<file path="src/rtl/jk_excitation_driver_pkg.sv">
// Shared types for the JK excitation driver: FSM state encoding and counter width.
package jk_excitation_driver_pkg;

    typedef enum logic [1:0] {
        ST_IDLE  = 2'd0,
        ST_APPLY = 2'd1,
        ST_CHECK = 2'd2
    } state_t;

    localparam int unsigned CNT_W = 16;

endpackage

</file>
<file path="src/rtl/jk_excitation_driver_if.sv">
// Target handshake between a requester (master) and the JK excitation driver (slave).
interface jk_excitation_driver_if #(
    parameter int unsigned WIDTH = 4
);
    logic             tgt_valid;
    logic             tgt_ready;
    logic [WIDTH-1:0] tgt_data;

    modport master (output tgt_valid, output tgt_data, input tgt_ready);
    modport slave  (input tgt_valid, input tgt_data, output tgt_ready);
endinterface

</file>
<file path="src/rtl/jk_excitation_driver_enc.sv">
// One-bit JK excitation encoder; DC_ZERO picks how the don't-care input is resolved.
module jk_excite_enc #(
    parameter bit DC_ZERO = 1'b1
) (
    input  logic q_now,
    input  logic q_next,
    output logic j,
    output logic k
);
    // Both styles give identical required J/K values; they differ only in the X entries.
    if (DC_ZERO) begin : g_set_reset
        assign j = ~q_now & q_next;
        assign k = q_now & ~q_next;
    end else begin : g_toggle
        assign j = q_now | q_next;
        assign k = ~q_now | ~q_next;
    end
endmodule

</file>
<file path="src/rtl/jk_excitation_driver.sv">
// Drives a WIDTH-bit JK bank to a requested word for one clock, then checks its Q.
// Optional feature: define JK_DRV_COUNT_EN to add the saturating xfer_cnt output.
module jk_excitation_driver
    import jk_excitation_driver_pkg::*;
#(
    parameter int unsigned WIDTH   = 4,
    parameter bit          DC_ZERO = 1'b1
) (
    input  logic                   clk,
    input  logic                   rst,
    jk_excitation_driver_if.slave  tgt,
    input  logic [WIDTH-1:0]       q_fb,
    output logic [WIDTH-1:0]       j,
    output logic [WIDTH-1:0]       k,
    output logic                   busy,
    output logic                   done,
    output logic                   err,
    output logic [WIDTH-1:0]       err_bits,
    input  logic                   err_clr
`ifdef JK_DRV_COUNT_EN
    ,output logic [CNT_W-1:0]      xfer_cnt
`endif
);

    state_t           state;
    state_t           state_nxt;
    logic [WIDTH-1:0] tgt_q;
    logic [WIDTH-1:0] enc_j;
    logic [WIDTH-1:0] enc_k;
    logic [WIDTH-1:0] mism;
    logic             accept;

    for (genvar i = 0; i < WIDTH; i++) begin : g_enc
        jk_excite_enc #(.DC_ZERO(DC_ZERO)) u_enc (
            .q_now  (q_fb[i]),
            .q_next (tgt.tgt_data[i]),
            .j      (enc_j[i]),
            .k      (enc_k[i])
        );
    end

    assign mism   = q_fb ^ tgt_q;
    assign accept = tgt.tgt_valid & tgt.tgt_ready;

    always_comb begin
        state_nxt     = state;
        tgt.tgt_ready = 1'b0;
        busy          = 1'b0;
        done          = 1'b0;
        case (state)
            ST_IDLE: begin
                tgt.tgt_ready = 1'b1;
                if (tgt.tgt_valid) state_nxt = ST_APPLY;
            end
            ST_APPLY: begin
                busy      = 1'b1;
                state_nxt = ST_CHECK;
            end
            ST_CHECK: begin
                busy      = 1'b1;
                done      = 1'b1;
                state_nxt = ST_IDLE;
            end
            default: state_nxt = ST_IDLE;
        endcase
    end

    always_ff @(posedge clk or negedge rst) begin
        if (!rst) state <= ST_IDLE;
        else      state <= state_nxt;
    end

    // j/k are zero in every cycle except the one following acceptance.
    always_ff @(posedge clk or negedge rst) begin
        if (!rst) begin
            j        <= '0;
            k        <= '0;
            tgt_q    <= '0;
            err      <= 1'b0;
            err_bits <= '0;
        end else begin
            j <= '0;
            k <= '0;
            if (accept) begin
                tgt_q <= tgt.tgt_data;
                j     <= enc_j;
                k     <= enc_k;
            end
            // A fresh mismatch beats a simultaneous clear, keeping only the new bits.
            if (done && (|mism)) begin
                err      <= 1'b1;
                err_bits <= err_clr ? mism : (err_bits | mism);
            end else if (err_clr) begin
                err      <= 1'b0;
                err_bits <= '0;
            end
        end
    end

`ifdef JK_DRV_COUNT_EN
    always_ff @(posedge clk or negedge rst) begin
        if (!rst) begin
            xfer_cnt <= '0;
        end else if (err_clr) begin
            xfer_cnt <= done ? CNT_W'(1) : '0;
        end else if (done && (xfer_cnt != '1)) begin
            xfer_cnt <= xfer_cnt + 1'b1;
        end
    end
`endif

endmodule
</file>
<file path="src/flat_wrapper.sv">
// flat-port wrapper written by rule: the top's interface ports become plain ports
module jk_excitation_driver_flat import jk_excitation_driver_pkg::*;
#(
    parameter int unsigned WIDTH   = 4,
    parameter bit          DC_ZERO = 1'b1
)
  (clk, rst, q_fb, j, k, busy, done, err, err_bits, err_clr, tgt_tgt_valid, tgt_tgt_data, tgt_tgt_ready);
  jk_excitation_driver_if #(.WIDTH(WIDTH)) tgt_i ();
  input  logic clk;
  input  logic rst;
  input  logic [WIDTH-1:0] q_fb;
  output logic [WIDTH-1:0] j;
  output logic [WIDTH-1:0] k;
  output logic busy;
  output logic done;
  output logic err;
  output logic [WIDTH-1:0] err_bits;
  input  logic err_clr;
  input wire logic [$bits(tgt_i.tgt_valid)-1:0] tgt_tgt_valid;
  input wire logic [$bits(tgt_i.tgt_data)-1:0] tgt_tgt_data;
  output wire logic [$bits(tgt_i.tgt_ready)-1:0] tgt_tgt_ready;
  assign tgt_i.tgt_valid = tgt_tgt_valid;
  assign tgt_i.tgt_data = tgt_tgt_data;
  assign tgt_tgt_ready = tgt_i.tgt_ready;
  jk_excitation_driver #(.WIDTH(WIDTH), .DC_ZERO(DC_ZERO)) u_core (.clk(clk), .rst(rst), .tgt(tgt_i), .q_fb(q_fb), .j(j), .k(k), .busy(busy), .done(done), .err(err), .err_bits(err_bits), .err_clr(err_clr));
endmodule
</file>
<file path="config.mk">
export PLATFORM = sky130hd
export DESIGN_NAME = jk_excitation_driver_flat
export DESIGN_NICKNAME = d
export VERILOG_FILES = /design/src/rtl/jk_excitation_driver_pkg.sv /design/src/rtl/jk_excitation_driver_if.sv /design/src/rtl/jk_excitation_driver_enc.sv /design/src/rtl/jk_excitation_driver.sv /design/src/flat_wrapper.sv
export SDC_FILE = /design/constraint.sdc
export NUM_CORES = 1
export LEC_CHECK = 0
export CORE_MARGIN = 1
export CORE_UTILIZATION = 38
export CTS_CLUSTER_SIZE = 16
export DETAILED_ROUTE_END_ITERATION = 10
export HOLD_SLACK_MARGIN = 0.1
export MAX_ROUTING_LAYER = met4
export PLACE_DENSITY = 0.81
export SLEW_MARGIN = 20
export SYNTH_ARGS = -nofsm -noshare
export SYNTH_HDL_FRONTEND = slang
export SYNTH_SLANG_ARGS = --single-unit
</file>
<file path="constraint.sdc">
create_clock -name clk -period 1.3 [get_ports clk]
set_input_delay 0.26 -clock clk [delete_from_list [all_inputs] [get_ports clk]]
set_output_delay 0.26 -clock clk [all_outputs]
set_load 0.05 [all_outputs]
</file>
**Yosys cells after proc, flatten, opt, wreduce, memory -nomap -nowiden**

Cells that the tools add are included.

- Flip-flop bits (word level): 19
- Input port bits: 12
- Output and inout port bits: 16
- Word-level logic and storage cells: 45

- Equality and inequality tests: 3
- Mux-type cells: 12
- Bitwise gates (word level): 19
- Reductions and logical operators: 5

Operators by type and width:

| kind | number |
|---|---|
| two-way mux 4 bit | 5 |
| bitwise AND 1 bit | 9 |
| NOT 1 bit | 8 |
| two-way mux 1 bit | 5 |
| OR 4 bit | 1 |
| one-hot mux 2 bit (2 select lines) | 1 |
| OR reduction 4 bit | 1 |
| bitwise XOR 4 bit | 1 |
| == test 2 x 1 -> 1 bit (second input constant) | 1 |
| == test 2 bit (second input constant) | 1 |
| logical NOT 2 bit | 1 |
| two-way mux 2 bit | 1 |
| inequality test 2 bit (second input constant) | 1 |
| nonzero test 2 bit | 1 |
| OR reduction 2 bit | 1 |
| logical AND 1 bit | 1 |

**Depth between registers and ports, before layout**

Gate-level depths: netlist of run 1.

- Depth in word-level cells: 4
- Gate-level depth with buffers: 5
- Gate-level depth less buffers: 5

**Cells and area by module**

From an unflattened synthesis of run 1, not the netlist that was laid out.

- Cells, all modules: 70
- Area, all modules: 812.0 um2

By module, submodules not included:

| module | instances | cells an instance | area an instance (um2) | seq. area each (um2) |
|---|---|---|---|---|
| jk_excitation_driver | 1 | 62 | 752.0 | 475.5 |
| jk_excite_enc | 4 | 2 | 15.0 | 0.0 |

**Worst setup path after synthesis of run 1**

Ideal clock, no wire load.

- Path type: register -> register
- From: register u_core.state[0]
- To: register u_core.tgt_q[1]
- Setup time: 125 ps
- Data arrival time: 1,501 ps
- Data required time: 1,175 ps
- Setup slack: -325 ps
- Stages on the path, launching flop included: 6
- Buffers on the path: 1
- Clock period less this slack: 1,625 ps
- Cells stage by stage: dfrtp_1 inv_1 ha_1 nand2_2 buf_6 mux2_2

- Cells in the longest elaborated chain, start to end: 3

RTL lines:

| item | line | source |
|---|---|---|
| start, declared | jk_excitation_driver.sv:25 | `state_t state;` |
| start signal, assigned | jk_excitation_driver.sv:70 | `else state <= state_nxt;` |
| logical NOT 2 bit | jk_excitation_driver.sv:50 | `case (state)` |
| two-way mux 1 bit | jk_excitation_driver.sv:50 |  |
| via tgt_tgt_ready | flat_wrapper.sv:21 | `output wire logic [$bits(tgt_i.tgt_ready)-1:0] tgt_tgt_ready;` |
| bitwise AND 1 bit | jk_excitation_driver.sv:43 | `assign accept = tgt.tgt_valid & tgt.tgt_ready;` |
| end signal, assigned | jk_excitation_driver.sv:85 | `tgt_q <= tgt.tgt_data;` |
| end, declared | jk_excitation_driver.sv:27 | `logic [WIDTH-1:0] tgt_q;` |

The timed path passes the listed nets, and every way through them passes these cells.
A chain may end at the register's enable or synchronous reset.

**Worst setup path in the final report of run 1**

- From: register u_core.state[1]
- To: output port busy

- Cells in the longest elaborated chain, start to end: 3
- Elaborated cells between the ends (all ways): 4
- Classes of those cells: 2 x eq/ne; 1 x mux; 1 x reduce/logical

RTL lines:

| item | line | source |
|---|---|---|
| == test 2 bit / == test 2 x 1 -> 1 bit (equally long branches) | jk_excitation_driver.sv:50 |  |
| OR reduction 2 bit (no line) (*) | -- |  |
| two-way mux 1 bit (*) | jk_excitation_driver.sv:50 |  |
| end, declared | flat_wrapper.sv:14 | `output logic busy;` |

Mark *: on every way between the ends. The rest lies on a longest branch, timed or not.

==> impl_results.md, run 1 <==
* Flip-flop and latch count after synthesis at 19
* VDD IR-drop max at 0.00187 V
* Signed area change from the synthesized netlist to the final layout at 92.2%
* Synth Area per Inst at 12.4 µm²
* Top achievable clock speed at 674 MHz
* Maximum number of buffers from clock root to sink at 2
* Clk Latency, worst-skew pair at 0.30 ns
* Hold Crit Class: in2async
* Req. time, crit path at 1.04 ns
* CP startpoint: u_core.state[1]
* Cells on worst reg2reg path at 5
* Die span in x at 47 µm
* Num CTS Buffers at 3
* DR iter-0 viols at 8
* Leading cell type in the layout, fill and taps excluded: dfrtp_1
* Antenna violations before repair at 0
* Outcome: finished with violations
* Sw Share at 42.6%
* Setup Crit Path Kind: reg2out
* H-tree depth reported by CTS at 1
* CTS tree: built
* Top library cells by usage in the layout, fill and taps aside: dfrtp_1, buf_12, clkdlybuf4s50_1
* Total iterations of the first detailed-routing run at 4
* Worst Setup End Kind: output port
* Number of vias per cell at 5.07
* Skew final at 0.00659 ns
* Number of nets in the final layout at 123
* Period utilization at 114%
* Proportion of layout cells with a drive suffix above 1 at 46.7%
* Core Rows at 15
* Internal power at 2.00 mW
* Final number of hold-violating endpoints at 0
* Detailed-route wire length per cell at 17.1 µm
* Actual slew at the worst max-slew pin at 0.448 ns
* Relative slew slack at 70.1%
* Total congestion overflow at 0
* Count of buffers inserted at the top-level ports at 27
* Die Outline Area at 2210 µm²
* Height of the die at 47 µm
* Net Switching at 1.48 mW
* Initial Util at 42.3%
* Sequential group share of total power at 27.4%
* Post-layout worst setup margin at -0.183 ns
* Share of total power in combinational logic at 64.0%
* Ant. Diodes at 0
* Syn Nets at 77
* Largest fanout of any net on the critical path at 2
* Number of warnings reported in the yosys synthesis log at 0
* Violated checks: negative setup slack
* Vias in the first global route at 614
* Share of the synthesized area in the top cell type at 61.8%
* Routed via count at 669
* Drt total wl at 2260 µm
* Top Ports at 28
* Cell count after synthesis at 62
* Detailed placement HPWL at 1220 µm
* Remaining number of nets flagged by the antenna check after routing at 0
* Synth area leaders: dfrtp_1, nor3b_1, mux2_2
* Worst reg2reg startpoint: u_core.state[1]
* Final setup violation count at 11
* Sink count of the clock tree at 19
* Leakage power total at 0.659 nW
* Routability congestion estimate at 0.788
* Final worst path period need at 1.48 ns
* Number of buffers added to fix hold violations after cts at 0
* Root cell of the clock tree: clkbuf_4
* Largest net degree at the start of global routing at 20
* Setup repair after global routing missed its margin: yes
* Clock transition at the register clock pins on the worst setup and hold paths after CTS at 0.11 ns
* GRT Overall Usage at 19.6%
* Floorplan Core Area at 1820 µm²
* Startpoint type of the worst setup path: flip-flop
* Overall Power at 3.47 mW
* Detailed-route DRC error count at 0
* Total count of max-transition violations in the final report at 0
* Hold Worst Slack at 0.270 ns
* Clock Power Share at 8.6%
* Power density cells at 2350 nW/µm²
* Total of max-cap violations at 0
* First-pass GRT wire length at 2740 µm
* Library cell occupying the most area in the post-synthesis netlist: dfrtp_1
* Mapped cell area at 769 µm²
* Sequential area share after synthesis at 61.8%
* CP arrival at 1.22 ns
* Post-synthesis cell type count at 14
## path summary, 6_finish.rpt
kind	slack, ns	to
worst min register to register	0.55	u_core.tgt_q[3]
min in group clk	0.55	u_core.tgt_q[3]
max in group asynchronous	0.82	u_core.tgt_q[2]
worst max-delay path	-0.18	busy
worst min-delay path	0.27	u_core.tgt_q[3]
worst max register to register	-0.06	u_core.tgt_q[2]
## critical path: stages (launching register included)
cell and delay [ns]:
dfrtp_1 0.43, inv_2 0.08, ha_4 0.28, buf_12 0.13
## per-stage QoR
stage	setup WS, ns	cells	utilization (%)	setup TNS, ns	instance area, µm²
after detailed placement	-0.186	121	71.4	-0.504	1300
after CTS	-0.152	128	75.3	-0.338	1370
final	-0.183	132	81.2	-0.695	1480
after global placement	-0.163	121	71.4	-0.367	1300
after global routing	-0.219	132	81.2	-1.27	1480
after floorplan	0.0116	62	-	0	790
## cell families after synthesis
family                     Yosys count  synth area share (%)
DFF                                 19                  61.8
and+or+nand+nor                     15                  11.5
buffers and inverters                9                  5.37
AOI/OAI and AO/OA                    8                  6.02
xor gates and xnor gates             4                  4.55
muxes                                4                  5.85
adders and majority gates            3                  4.88
## layer usage
layer	part of all wire, %	GRT usage (%)	up-vias
li1	-	-	298
met1	40	20.2	342
met2	55	33.1	23
met3	2.6	5.00	6
met4	2.4	12.0	0
met5	0	-	-
## timing repair
item                                    CTS  global route
cloned                                    0             1
endpoints found under the setup margin    3            14
setup buffers                             3             3
pin swaps                                 0             3
hold endpoints to repair                  0             0
resized for setup                         3            17
## state kept, by name, indices dropped and copies added (netlist names)
register         flops
u_core.state         2
u_core.err           1
u_core.err_bits      4
u_core.j             4
u_core.tgt_q         4
u_core.k             4
## power groups by stage
| stage | sequential, mW | combinational [mW] | clock (mW) |
|---|---|---|---|
| final | 0.952 | 2.22 | 0.300 |
| after floorplan | 1.21 | 0.704 | 0 |
| after global placement | 0.936 | 1.77 | 0 |
| after global routing | 0.964 | 2.32 | 0.332 |
| after CTS | 0.936 | 1.93 | 0.307 |
| after detailed placement | 0.947 | 1.81 | 0 |
## final cells by class
cell class | count | area [µm²]
clock buffers | 4 | 26.3
repair buffers | 41 | 554
well taps | 25 | 31.3
inverters | 8 | 30.0
fillers | 100 | 342
flip-flops and latches | 19 | 475
multi-input cells | 35 | 362
## synth_stat cells
cell,n
o21ai_1,1
nand2_1,4
o41ai_1,1
nor3b_1,8
buf_6,1
ha_1,3
nor2_1,2
nand2_2,1
o21ai_0,5
dfrtp_1,19
mux2_2,4
inv_1,8
xor2_1,4
o31ai_1,1
(Power assumes the default switching activity.)
==> inputs of run 2 (changes only) <==
Settings changed: CAP_MARGIN from default to 0.
==> results of run 2 <==
No change in the layout: final DEF, timing and power equal those of run 1.
==> inputs of run 3 (changes only) <==
--- a/config.mk
+++ b/config.mk
@@ -13,7 +13,8 @@
 export HOLD_SLACK_MARGIN = 0.1
 export MAX_ROUTING_LAYER = met4
-export PLACE_DENSITY = 0.81
+export PLACE_DENSITY = 0.69
 export SLEW_MARGIN = 20
 export SYNTH_ARGS = -nofsm -noshare
 export SYNTH_HDL_FRONTEND = slang
 export SYNTH_SLANG_ARGS = --single-unit
+export TNS_END_PERCENT = 100
==> constraint.sdc (replaced) <==
create_clock -name clk -period 1.3 [get_ports clk]
set_input_delay 0.26 -clock clk [delete_from_list [all_inputs] [get_ports clk]]
set_output_delay 0.26 -clock clk [all_outputs]
set_load 0.02 [all_outputs]
==> impl_results.md, run 3 (same netlist as run 1, synthesis figures left out) <==
* Critical path's largest stage delay at 0.41 ns
* Power density cells at 1950 nW/µm²
* Worst setup timing slack at the placement stage at -0.224 ns
* FILL cells at 151
* Maximum number of buffers from clock root to sink at 2
* Violated checks: negative setup slack
* Leading cell type in the layout, fill and taps excluded: dfrtp_1
* Signed area change from the synthesized netlist to the final layout at 60.8%
* Top Ports at 28
* Number of vias per cell at 4.41
* Final number of hold-violating endpoints at 0
* Count of buffers inserted at the top-level ports at 27
* Number of nets in the final layout at 121
* CP arrival at 1.11 ns
* Routability congestion estimate at 0.758
* Largest net degree at the start of global routing at 20
* Setup Crit Path Kind: reg2out
* Req. time, crit path at 1.04 ns
* Worst-path cell chain: inv_2 > ha_4 > buf_6
* Worst path slowest cell: dfrtp_1
* Die Outline Area at 2210 µm²
* Hold Worst Slack at 0.287 ns
* Proportion of layout cells with a drive suffix above 1 at 31.4%
* First-pass GRT wire length at 2390 µm
* DR iter-0 viols at 4
* Die span in x at 47 µm
* CTS tree: built
* Drt total wl at 1510 µm
* Setup repair after global routing missed its margin: yes
* Core Rows at 15
* Total iterations of the first detailed-routing run at 2
* Clock transition at the register clock pins on the worst setup and hold paths after CTS at 0.10 ns
* Startpoint type of the worst setup path: flip-flop
* Remaining number of nets flagged by the antenna check after routing at 0
* GRT Overall Usage at 16.5%
* Outcome: finished with violations
* Placed insts at 124
* Total of max-cap violations at 0
* Sink count of the clock tree at 19
* VDD IR-drop max at 0.00127 V
* Final worst path period need at 1.37 ns
* Vias in the first global route at 581
* Floorplan Core Area at 1820 µm²
* Skew final at 0.00119 ns
* Root cell of the clock tree: clkbuf_4
* Ant. Diodes at 0
* Kind of cell adding the most delay to the critical path: flip-flops
* Routed via count at 573
* Clk Latency, worst-skew pair at 0.29 ns
* Overall Power at 2.41 mW
* Post-layout worst setup margin at -0.0702 ns
* Antenna violations before repair at 0
* Number of buffer and inverter instances along the worst setup path at 2
* Height of the die at 47 µm
* Number of buffers added to fix hold violations after cts at 0
* Final setup violation count at 3
* Top achievable clock speed at 730 MHz
* Largest fanout of any net on the critical path at 2
* Worst Setup End Kind: output port
* Leakage power total at 0.610 nW
* Total count of max-transition violations in the final report at 0
* Actual slew at the worst max-slew pin at 0.240 ns
* Top library cells by usage in the layout, fill and taps aside: dfrtp_1, dlygate4sd2_1, buf_4
* Hold Crit Class: in2async
* Detailed-route DRC error count at 0
* Initial Util at 42.3%
* Period utilization at 105%
* Total congestion overflow at 0
* Detailed-route wire length per cell at 11.6 µm
* Layout Cells excl Fill at 130
* H-tree depth reported by CTS at 1
* Num CTS Buffers at 3
* Relative slew slack at 83.8%
[run 3: cell count changes in the layout (fill, tap and decap cells not counted), sizes merged]
cell,change
nand2,-1
buf,-14
clkdlybuf4s15,+1
dlygate4sd2,+12
[run 3: cell type report]
cell class              instances  area (µm²)  area share (%)
flip-flops and latches         19         475            38.4
repair buffers                 40         360            29.1
multi-input cells              34         314            25.4
well taps                      25        31.3            2.53
inverters                       8        30.0            2.43
clock buffers                   4        26.3            2.12
[run 3: worst reg2reg max path, delay by kind of cell (launching register included)]
family / cells / cell delay [ns]
adders and majority gates: 1 / 0.15
DFF: 1 / 0.41
and+or+nand+nor: 2 / 0.26
buffers and inverters: 3 / 0.36
[run 3: path summary, 6_finish.rpt]
check                                     start               to  slack, ns  depth (start not counted)
worst min register to register       u_core.err       u_core.err       0.52                          2
worst max-delay path            u_core.state[1]             busy      -0.07                          3
min in group clk                     u_core.err       u_core.err       0.52                          2
worst min-delay path                        rst  u_core.state[0]       0.29                          2
max in group asynchronous                   rst      u_core.k[1]       0.82                          2
worst max register to register  u_core.state[1]      u_core.k[3]       0.04                          6
[run 3: power breakdown]
group | internal [mW] | leakage, nW | switching [mW] | total [mW]
clock | 0.119 | 0.0150 | 0.170 | 0.289
sequential | 0.774 | 0.248 | 0.0974 | 0.871
combinational | 0.644 | 0.346 | 0.604 | 1.25
total | 1.54 | 0.610 | 0.871 | 2.41
[run 3: metrics by stage]
step	util [%]	area, µm²	setup TNS [ns]
finish	68.0	1240	-0.109
CTS	64.5	1170	-0.148
global placement	63.4	1150	-1.39
global route	68.0	1240	-0.257
detailed placement	63.4	1150	-1.39
floorplan	-	782	0
[run 3: routing by layer]
layer | global-route usage (%) | wire length [µm] | part of all wire (%)
met1 | 18.9 | 652 | 43
met2 | 27.5 | 796 | 53
met3 | 2.69 | 53 | 3.5
met4 | 8.57 | 10 | 0.66
met5 | - | 0 | 0
[run 3: timing repair]
action,in CTS,in global routing
gates resized for setup,32,15
setup endpoints to repair,28,12
buffers inserted,1,1
pin swaps,1,1
